`src/rtl/serv_dbg_pkg.sv`:
```
// Shared types for the serv debug controller: FSM states and host command codes.
package serv_dbg_pkg;

  typedef enum logic [2:0] {
    RUN,
    HALT_REQ,
    HALTED,
    RESUME,
    STEP,
    RESET
  } state_e;

  typedef logic [1:0] cmd_t;

  localparam cmd_t CMD_HALT   = 2'b00;
  localparam cmd_t CMD_RESUME = 2'b01;
  localparam cmd_t CMD_STEP   = 2'b10;
  localparam cmd_t CMD_RESET  = 2'b11;

endpackage

```
`src/rtl/serv_dbg_ctrl_if.sv`:
```
// Host-side bus of the debug controller: command handshake, status and shadow readback.
interface serv_dbg_ctrl_if;
  import serv_dbg_pkg::*;

  logic        i_cmd_valid;
  logic        o_cmd_ready;
  cmd_t        i_cmd;
  logic        o_halted;
  logic        o_err;
  logic [4:0]  i_rd_addr;
  logic [31:0] o_rd_data;

  // Host / bus bridge side
  modport master (
    output i_cmd_valid, i_cmd, i_rd_addr,
    input  o_cmd_ready, o_halted, o_err, o_rd_data
  );

  // Controller side
  modport slave (
    input  i_cmd_valid, i_cmd, i_rd_addr,
    output o_cmd_ready, o_halted, o_err, o_rd_data
  );

endinterface

```
`src/rtl/serv_dbg_shadow_rf.sv`:
```
// Shadow copy of x1..x31 assembled from the core's snooped RF byte stream.
// Only instantiated when SERV_DBG_SHADOW_EN is defined.
module serv_dbg_shadow_rf (
  input  logic        clk,
  input  logic        i_rst,
  input  logic        i_clr,
  input  logic [5:0]  i_waddr,
  input  logic        i_w1wren,
  input  logic        i_we,
  input  logic [7:0]  i_wdata,
  input  logic [4:0]  i_rd_addr,
  output logic [31:0] o_rd_data
);

  logic [1:0]  cnt_q, cnt_d;
  logic [31:0] mem_q [1:31];
  logic [31:0] rd_q;
  logic        cap;

  // A GPR byte is captured only on write-port-1 strobes that target x0..x31
  assign cap = i_we & i_w1wren & ~i_waddr[5];

  // Byte position: advances on GPR bytes, realigns on any port-0 strobe
  always_comb begin
    cnt_d = cnt_q;
    if (i_we) begin
      if (!i_w1wren)
        cnt_d = '0;
      else if (!i_waddr[5])
        cnt_d = cnt_q + 2'd1;
    end
  end

  // Byte counter register
  always_ff @(posedge clk) begin
    if (i_rst || i_clr)
      cnt_q <= '0;
    else
      cnt_q <= cnt_d;
  end

  // Shadow array: cleared on reset or controller request, x0 writes dropped
  always_ff @(posedge clk) begin
    if (i_rst || i_clr) begin
      for (int unsigned i = 1; i < 32; i++)
        mem_q[i] <= '0;
    end else if (cap && (i_waddr[4:0] != 5'd0)) begin
      mem_q[i_waddr[4:0]][{cnt_q, 3'b000} +: 8] <= i_wdata;
    end
  end

  // Registered read port; a same-cycle write is not forwarded
  always_ff @(posedge clk) begin
    if (i_rst)
      rd_q <= '0;
    else if (i_rd_addr == 5'd0)
      rd_q <= '0;
    else
      rd_q <= mem_q[i_rd_addr];
  end

  assign o_rd_data = rd_q;

endmodule

```
`src/rtl/serv_dbg_ctrl.sv`:
```
// Host-side debug controller for a serv_rf_top core: turns halt/resume/step/reset
// commands into the core's debug handshake and optionally keeps a shadow of x1..x31.
// Optional feature macro: SERV_DBG_SHADOW_EN (shadow register file and capture logic).
module serv_dbg_ctrl
  import serv_dbg_pkg::*;
#(
  parameter int unsigned TIMEOUT = 256,
  parameter int unsigned RST_CYC = 4
) (
  input  logic               clk,
  input  logic               i_rst,
  serv_dbg_ctrl_if.slave     bus,
  output logic               o_dbg_halt,
  output logic               o_dbg_reset,
  input  logic               i_dbg_process,
  input  logic               i_dbg_step,
  input  logic [5:0]         i_dbg_rf_waddr,
  input  logic               i_dbg_rf_w1wren,
  input  logic               i_dbg_rf_we,
  input  logic [7:0]         i_dbg_rf_wdata
);

  localparam int unsigned CNT_MAX = (TIMEOUT > RST_CYC) ? TIMEOUT : RST_CYC;
  localparam int unsigned CW      = $clog2(CNT_MAX + 1);

  state_e         state_q, state_d;
  logic [CW-1:0]  cnt_q, cnt_d;
  logic           from_halted_q, from_halted_d;
  logic           halt_q, halt_d;
  logic           reset_q, reset_d;
  logic           halted_q, halted_d;
  logic           ready_q, ready_d;
  logic           err_q, err_d;
  logic           accept;
  logic           timeout;
  logic           shadow_clr;
  logic [31:0]    rd_data;

  assign accept  = bus.i_cmd_valid & ready_q;
  assign timeout = (cnt_q == CW'(TIMEOUT - 1));

  // Next state, wait counter, sticky error and next registered outputs
  always_comb begin
    state_d       = state_q;
    from_halted_d = from_halted_q;
    err_d         = err_q;
    shadow_clr    = 1'b0;

    unique case (state_q)
      RUN: begin
        if (accept) begin
          err_d = 1'b0;
          if (bus.i_cmd == CMD_HALT) begin
            state_d = HALT_REQ;
          end else if (bus.i_cmd == CMD_RESET) begin
            state_d       = RESET;
            from_halted_d = 1'b0;
          end
        end
      end
      HALT_REQ: begin
        if (i_dbg_process) begin
          state_d = HALTED;
        end else if (timeout) begin
          state_d = RUN;
          err_d   = 1'b1;
        end
      end
      HALTED: begin
        if (accept) begin
          err_d = 1'b0;
          if (bus.i_cmd == CMD_RESUME) begin
            state_d = RESUME;
          end else if (bus.i_cmd == CMD_STEP) begin
            state_d = STEP;
          end else if (bus.i_cmd == CMD_RESET) begin
            state_d       = RESET;
            from_halted_d = 1'b1;
          end
        end
      end
      RESUME: begin
        if (!i_dbg_process) begin
          state_d = RUN;
        end else if (timeout) begin
          state_d = HALTED;
          err_d   = 1'b1;
        end
      end
      STEP: begin
        if (i_dbg_step) begin
          state_d = HALTED;
        end else if (timeout) begin
          state_d = HALTED;
          err_d   = 1'b1;
        end
      end
      RESET: begin
        if (cnt_q == CW'(RST_CYC - 1)) begin
          state_d    = from_halted_q ? HALTED : RUN;
          shadow_clr = 1'b1;
        end
      end
      default: state_d = RUN;
    endcase

    // Counter only runs while waiting; any state change restarts it
    if ((state_d != state_q) || (state_d == RUN) || (state_d == HALTED))
      cnt_d = '0;
    else
      cnt_d = cnt_q + CW'(1);

    // Outputs are decoded from the next state so they land in flops.
    // STEP releases halt only on its entry cycle; RESET holds whatever halt was.
    halt_d   = 1'b0;
    unique case (state_d)
      HALT_REQ, HALTED: halt_d = 1'b1;
      STEP:             halt_d = (state_q == STEP);
      RESET:            halt_d = halt_q;
      default:          halt_d = 1'b0;
    endcase
    reset_d  = (state_d == RESET);
    halted_d = (state_d == HALTED);
    ready_d  = (state_d == RUN) || (state_d == HALTED);
  end

  // State and registered outputs
  always_ff @(posedge clk) begin
    if (i_rst) begin
      state_q       <= RUN;
      cnt_q         <= '0;
      from_halted_q <= 1'b0;
      halt_q        <= 1'b0;
      reset_q       <= 1'b0;
      halted_q      <= 1'b0;
      ready_q       <= 1'b1;
      err_q         <= 1'b0;
    end else begin
      state_q       <= state_d;
      cnt_q         <= cnt_d;
      from_halted_q <= from_halted_d;
      halt_q        <= halt_d;
      reset_q       <= reset_d;
      halted_q      <= halted_d;
      ready_q       <= ready_d;
      err_q         <= err_d;
    end
  end

  assign o_dbg_halt      = halt_q;
  assign o_dbg_reset     = reset_q;
  assign bus.o_halted    = halted_q;
  assign bus.o_cmd_ready = ready_q;
  assign bus.o_err       = err_q;
  assign bus.o_rd_data   = rd_data;

`ifdef SERV_DBG_SHADOW_EN
  serv_dbg_shadow_rf u_shadow (
    .clk       (clk),
    .i_rst     (i_rst),
    .i_clr     (shadow_clr),
    .i_waddr   (i_dbg_rf_waddr),
    .i_w1wren  (i_dbg_rf_w1wren),
    .i_we      (i_dbg_rf_we),
    .i_wdata   (i_dbg_rf_wdata),
    .i_rd_addr (bus.i_rd_addr),
    .o_rd_data (rd_data)
  );
`else
  logic unused_snoop;
  assign unused_snoop = ^{shadow_clr, i_dbg_rf_waddr, i_dbg_rf_w1wren,
                          i_dbg_rf_we, i_dbg_rf_wdata, bus.i_rd_addr};
  assign rd_data = '0;
`endif

endmodule

```
`src/flat_wrapper.sv`:
```
// flat-port wrapper written by rule: the top's interface ports become plain ports
module serv_dbg_ctrl_flat import serv_dbg_pkg::*;
#(
  parameter int unsigned TIMEOUT = 256,
  parameter int unsigned RST_CYC = 4
)
  (clk, i_rst, o_dbg_halt, o_dbg_reset, i_dbg_process, i_dbg_step, i_dbg_rf_waddr, i_dbg_rf_w1wren, i_dbg_rf_we, i_dbg_rf_wdata, bus_i_cmd_valid, bus_i_cmd, bus_i_rd_addr, bus_o_cmd_ready, bus_o_halted, bus_o_err, bus_o_rd_data);
  serv_dbg_ctrl_if bus_i ();
  input  logic clk;
  input  logic i_rst;
  output logic o_dbg_halt;
  output logic o_dbg_reset;
  input  logic i_dbg_process;
  input  logic i_dbg_step;
  input  logic [5:0] i_dbg_rf_waddr;
  input  logic i_dbg_rf_w1wren;
  input  logic i_dbg_rf_we;
  input  logic [7:0] i_dbg_rf_wdata;
  input wire logic [$bits(bus_i.i_cmd_valid)-1:0] bus_i_cmd_valid;
  input wire logic [$bits(bus_i.i_cmd)-1:0] bus_i_cmd;
  input wire logic [$bits(bus_i.i_rd_addr)-1:0] bus_i_rd_addr;
  output wire logic [$bits(bus_i.o_cmd_ready)-1:0] bus_o_cmd_ready;
  output wire logic [$bits(bus_i.o_halted)-1:0] bus_o_halted;
  output wire logic [$bits(bus_i.o_err)-1:0] bus_o_err;
  output wire logic [$bits(bus_i.o_rd_data)-1:0] bus_o_rd_data;
  assign bus_i.i_cmd_valid = bus_i_cmd_valid;
  assign bus_i.i_cmd = bus_i_cmd;
  assign bus_i.i_rd_addr = bus_i_rd_addr;
  assign bus_o_cmd_ready = bus_i.o_cmd_ready;
  assign bus_o_halted = bus_i.o_halted;
  assign bus_o_err = bus_i.o_err;
  assign bus_o_rd_data = bus_i.o_rd_data;
  serv_dbg_ctrl #(.TIMEOUT(TIMEOUT), .RST_CYC(RST_CYC)) u_core (.clk(clk), .i_rst(i_rst), .bus(bus_i), .o_dbg_halt(o_dbg_halt), .o_dbg_reset(o_dbg_reset), .i_dbg_process(i_dbg_process), .i_dbg_step(i_dbg_step), .i_dbg_rf_waddr(i_dbg_rf_waddr), .i_dbg_rf_w1wren(i_dbg_rf_w1wren), .i_dbg_rf_we(i_dbg_rf_we), .i_dbg_rf_wdata(i_dbg_rf_wdata));
endmodule
```
`config.mk`:
```
export PLATFORM = sky130hd
export DESIGN_NAME = serv_dbg_ctrl_flat
export DESIGN_NICKNAME = d
export VERILOG_FILES = /design/src/rtl/serv_dbg_pkg.sv /design/src/rtl/serv_dbg_ctrl_if.sv /design/src/rtl/serv_dbg_shadow_rf.sv /design/src/rtl/serv_dbg_ctrl.sv /design/src/flat_wrapper.sv
export SDC_FILE = /design/constraint.sdc
export NUM_CORES = 1
export LEC_CHECK = 0
export ABC_AREA = 1
export CAP_MARGIN = 20
export CORE_ASPECT_RATIO = 2
export CORE_MARGIN = 3
export CORE_UTILIZATION = 40
export CTS_CLUSTER_DIAMETER = 50
export DETAILED_ROUTE_END_ITERATION = 6
export DONT_BUFFER_PORTS = 1
export PLACE_DENSITY = 0.61
export RECOVER_POWER = 100
export REMOVE_ABC_BUFFERS = 1
export SYNTH_ARGS = -nofsm -noshare
export SYNTH_HDL_FRONTEND = slang
export SYNTH_SLANG_ARGS = --single-unit
```
`constraint.sdc`:
```
create_clock -name clk -period 2.2 [get_ports clk]
set_clock_uncertainty 0.2 [all_clocks]
set_input_delay 0.33 -clock clk [delete_from_list [all_inputs] [get_ports clk]]
set_output_delay 0.33 -clock clk [all_outputs]
set_load 0.02 [all_outputs]
```
## Yosys cells after proc, flatten, opt, wreduce, memory -nomap -nowiden

Cells that the tools add are included.

- $add $sub $neg: 1
- Equality and inequality tests: 26
- Mux-type cells: 29
- Bitwise logic cells: 1
- Reduce and logical (&&, ||, !) cells: 13

Operator list:

| cell | count |
|---|---|
| 2-to-1 mux 3 bit | 12 |
| case mux 3 bit (6 select lines) | 1 |
| == test 3 bit, second input constant | 4 |
| 2-to-1 mux 1 bit | 12 |
| inequality test 2 bit, second input constant | 6 |
| inequality test 2 x 1 -> 1 bit, second input constant | 5 |
| adder 9 x 1 -> 9 bit, second input constant | 1 |
| == test 3 x 2 -> 1 bit, second input constant | 3 |
| == test 9 x 2 -> 1 bit, second input constant | 1 |
| == test 9 x 8 -> 1 bit, second input constant | 1 |
| AND reduction 8 bit | 1 |
| == test 3 x 1 -> 1 bit, second input constant | 2 |
| zero test 3 bit | 2 |
| OR reduction 2 bit | 3 |
| AND reduction 5 bit | 1 |
| == test 2 bit, second input constant | 2 |
| case mux 1 bit (4 select lines) | 1 |
| nonzero test 4 bit | 1 |
| logical OR 1 bit | 3 |
| inequality test 3 bit | 1 |
| case mux 1 bit (3 select lines) | 1 |
| == test 2 x 1 -> 1 bit, second input constant | 1 |
| zero test 2 bit | 1 |
| 2-to-1 mux 2 bit | 1 |
| 3 further kinds | 3 |

- Flip-flop bits (word level): 18
- Input port bits: 28
- Output and inout port bits: 37
- Logic and storage cells: 78

## Depth between registers and ports, before layout

- Word-level depth: 10
- Depth in mapped cells: 16
- Depth with buffers taken out: 16

## Worst setup path after synthesis

OpenSTA, ideal clock, no wires.

- Path kind: flip-flop to flip-flop
- Start: register u_core.cnt_q[0]
- End: register u_core.cnt_q[2]
- Setup time: 0.116 ns
- Arrival: 2.046 ns
- Data required time: 1.884 ns
- Slack: -0.162 ns
- Stages on the path, launching flop included: 16
- Buffers on the path: 0
- Period minus slack after synthesis: 2.362 ns
- Cells stage by stage: dfxtp_1 > ha_1 > inv_1 > nor3_1 > nand2_1 > nor4_1 > ha_1 > inv_1 > nand3_1 > nor2_1 > nor2_1 > inv_1 > nor2_2 > nand2_4 > nand4_4 > nor2_1

- Longest elaborated chain between the ends: 8
- Elaborated cells between the ends (all ways): 16
- Those cells by class: add/sub: 1; eq/ne: 4; mux: 7; reduce/logical: 4

Ends and longest elaborated chain:

| what | RTL line | source |
|---|---|---|
| from (decl) | serv_dbg_ctrl.sv:27 | `logic [CW-1:0] cnt_q, cnt_d;` |
| from (signal assigned) | serv_dbg_ctrl.sv:140 | `cnt_q <= cnt_d;` |
| == test 9 x 8 -> 1 bit | serv_dbg_ctrl.sv:40 | `assign timeout = (cnt_q == CW'(TIMEOUT - 1));` |
| 2-to-1 mux 3 bit, on equally long branches | serv_dbg_ctrl.sv:85, serv_dbg_ctrl.sv:93, serv_dbg_ctrl.sv:64 |  |
| 2-to-1 mux 3 bit, on equally long branches | serv_dbg_ctrl.sv:91, serv_dbg_ctrl.sv:62, serv_dbg_ctrl.sv:83 |  |
| case mux 3 bit (6 select lines) | serv_dbg_ctrl.sv:49 | `unique case (state_q)` |
| inequality test 3 bit / zero test 3 bit (equally long branches) | serv_dbg_ctrl.sv:108 | `if ((state_d != state_q) \|\| (state_d == RUN) \|\| (state_d == HALTED))` |
| logical OR 1 bit (2 in a row) | serv_dbg_ctrl.sv:108 |  |
| OR reduction 2 bit (no source line) | - |  |

Parallel ways exist; a longest one is shown, timed or not.
A chain may end at the register's enable or synchronous reset.

## Worst setup path after layout

- Start: register u_core.cnt_q[0]
- End: register u_core.cnt_q[1]

The elaborated chain is that of the path after synthesis.

==> flow_metrics.py <==
metrics = {
    "outcome": {
        "outcome": "finished, violations left",
        "violations": "negative setup slack",
    },
    "route": {
        "dr_wl_met3_um": 138,
        "drt-initial-drc-count": 14,
        "drtPass1Iterations": 4,
        "avgRoutedWirePerCell_um": 11.3,
        "wirelength_um": 2640,
        "top_layer": "met4",
        "drc": 0,
        "ant_nets": 0,
        "vias_per_cell": 4.65,
        "vias": 1084,
        "dr_wl_met2_um": 1560,
        "met1_length_um": 779,
    },
    "worst_setup_path": {
        "cp_data_required_time_ns": 2.18,
        "path_cells": "ha_4 > inv_2 > nor3_4 > nand2_2 > nor4_2 > ha_2 > buf_4 > buf_4 > nor2_1 > inv_1 > nand2_1 > nand4_1 > nand4_4 > nor2_1",
        "r2r_cells": 14,
        "critPathMaxFanout": 5,
        "slowest_stage": "dfxtp_2",
        "arrival_ns": 2.25,
        "critPathKind": "reg2reg",
        "crit_path_max_incr_delay_ns": 0.35,
        "start_kind": "register",
        "crit_path_end_kind": "register",
    },
    "pwr": {
        "ir_drop_uv": 459,
        "finalPower_w": 0.000755,
        "power.density_mw_per_mm2": 527,
        "cellLeakagePower_nw": 0.702,
    },
    "clock_network": {
        "cts_buffers": 3,
        "tritoncts": "yes",
        "cts.sinks": 18,
        "cts_max_level": 1,
        "clk_latency_ns": 0.25,
        "cts_buffer_depth": 2,
        "cts_root_buf": "clkbuf_8",
        "path_clk_slew_ns": 0.06,
    },
    "placed_design": {
        "dp_hpwl_um": 2050,
        "place_congestion": 0.935,
        "port_buffers": 0,
    },
    "sta": {
        "timing.final.hold_violations": 0,
        "setup_ws_ns": -0.0675,
        "rsz0062_at_grt": "yes",
        "finalMaxSlewViolations": 0,
        "period_share_pct": 103,
        "setup_viol": 10,
        "finalCriticalPeriod_ns": 2.27,
        "fmax_mhz": 441,
        "hold_ws_ns": 0.0573,
    },
    "floorplanning": {
        "start_util_pct": 42.0,
        "ioPinCount": 65,
        "core_mm2": 0.00298,
        "die_h_um": 85.1,
        "die_area_mm2": 0.00387,
        "die_w_um": 45.5,
        "rows": 28,
    },
    "min_path": {
        "hold_class": "in2reg",
        "hold_depth": 3,
    },
    "global_routing": {
        "grt_start_max_net_pins": 12,
        "grt_pass1_wl_um": 4280,
        "grt_overflow": 0,
        "antenna_found_initial": 0,
        "grt_pass1_vias": 1011,
        "grt_use_total_pct": 15.2,
    },
    "final_layout": {
        "nFillCells": 316,
        "syn2layout_area_growth_pct": 14.6,
        "num_antenna_cells": 0,
        "nets": 235,
        "drive_gt1_share_pct": 24.6,
    },
    "logic_synthesis": {
        "synth_seq_cells": 18,
        "synth_top_area_share_pct": 28.8,
        "yosysTopAreaCell": "dfxtp_1",
        "synth-edff-count": 0,
        "yosysWarnings": 0,
        "netlist_area_mm2": 0.00125,
        "async_flop_share_pct": 0,
        "seq_area_frac_synth_pct": 28.8,
        "synth_area_per_cell_um2": 6.79,
        "synth_area_leaders": "dfxtp_1 29%, buf_4 19%, nor2_1 9.6%, nand3_1 8.4%, inv_1 7.8%",
        "yosys_most_used_dff": "dfxtp_1",
        "synth_cell_types": 24,
        "ys_top_cells_by_count": "32 x buf_4, 32 x nor2_1, 26 x inv_1",
        "synth_cells": 184,
    },
    "flow_run": {
        "maxCapViolCount": 0,
    },
}
[layout by cell type, fill, tap and decap left out, types with 2 or more instances in the layout]
master    netlist  final
inv_1          26     23
nand2_1        25     20
nor2_2          1      4
inv_2           2      5
a21oi_1         2      2
nand4_4         1      2
nor2_4          1      2
nand2_2         1      6
o21ai_0         3      3
nor2_1         32     28
conb_1          1     32
nand4_1         5      5
dfxtp_2         0      2
nand3_1        21     16
nand3_2         0      5
dfxtp_1        18     16
clkbuf_8        0      3
buf_4          32     14
xor2_1          4      4
[worst max-delay path, delay by kind of cell (launching register included)]
family / cells / cell delay [ns]
buffers and inverters: 4 / 0.29
adder cells (fa/ha/maj): 2 / 0.37
AND/OR/NAND/NOR: 8 / 0.99
flip-flops: 1 / 0.35
[area by class of cell]
| cell class | instances | area, µm² | share of cell area (%) |
|---|---|---|---|
| Clock buffer | 3 | 41.3 | 2.88 |
| Tap cell | 30 | 37.5 | 2.62 |
| Inverter | 28 | 105 | 7.34 |
| Sequential cell | 18 | 363 | 25.3 |
| Multi-Input combinational cell | 137 | 756 | 52.8 |
| Timing Repair Buffer | 17 | 130 | 9.08 |
[per-layer routing]
layer | global-route usage (%) | vias up
met5 | 0 | -
met4 | 11.5 | 0
met3 | 1.70 | 15
met2 | 28.2 | 37
met1 | 13.4 | 480
li1 | - | 552
[through the flow]
stage / setup TNS (ns) / instances / worst slack (ns) / cell area [µm²] / util, %
after floorplan: -1.65 / 182 / -0.162 / 1110 / -
after global placement: -3.33 / 223 / -0.279 / 1230 / 41.5
after detailed placement: -3.89 / 223 / -0.319 / 1230 / 41.5
after CTS: -0.278 / 230 / -0.0380 / 1380 / 46.2
after global routing: -2.60 / 233 / -0.230 / 1430 / 48.1
final: -0.477 / 233 / -0.0675 / 1430 / 48.1
[worst paths after layout]
kind                   start           endpoint  slack (ns)
min                    i_rst  u_core.o_dbg_halt        0.06
min reg2reg  u_core.cnt_q[7]    u_core.cnt_q[7]        0.31
max          u_core.cnt_q[0]    u_core.cnt_q[1]       -0.07
max reg2reg  u_core.cnt_q[0]    u_core.cnt_q[1]       -0.07
[flip-flops by register name (all words and copies together), names as in the netlist]
name	flops
u_core.state_q	3
u_core.cnt_q	9
u_core.from_halted_q	1
u_core.bus.o_cmd_ready	1
u_core.bus.o_err	1
u_core.bus.o_halted	1
u_core.o_dbg_halt	1
u_core.o_dbg_reset	1
[power breakdown]
part / total [W] / switching (W) / internal [W]
logic: 0.000178 / 0.000128 / 0.0000499
registers: 0.000354 / 0.0000160 / 0.000338
clock network: 0.000222 / 0.000101 / 0.000122
total: 0.000755 / 0.000245 / 0.000510
[timing repair]
item,in CTS,in global routing
buffers inserted,2,3
gates cloned,1,0
pin swaps,5,7
hold buffers,1,0
setup endpoints to repair,15,15
resized for setup,17,11
hold endpoints to repair,3,0
[kinds of logic after synthesis]
group	count (synthesis)	synth area share, %
buf+inv	61	28.5
xor+xnor	5	3.50
flops	18	28.8
fa+ha+maj	2	2.00
compound gates	6	2.60
simple gates	91	34.2
other cells	1	0.300
Note: power is estimated with default switching activity, not from simulation.
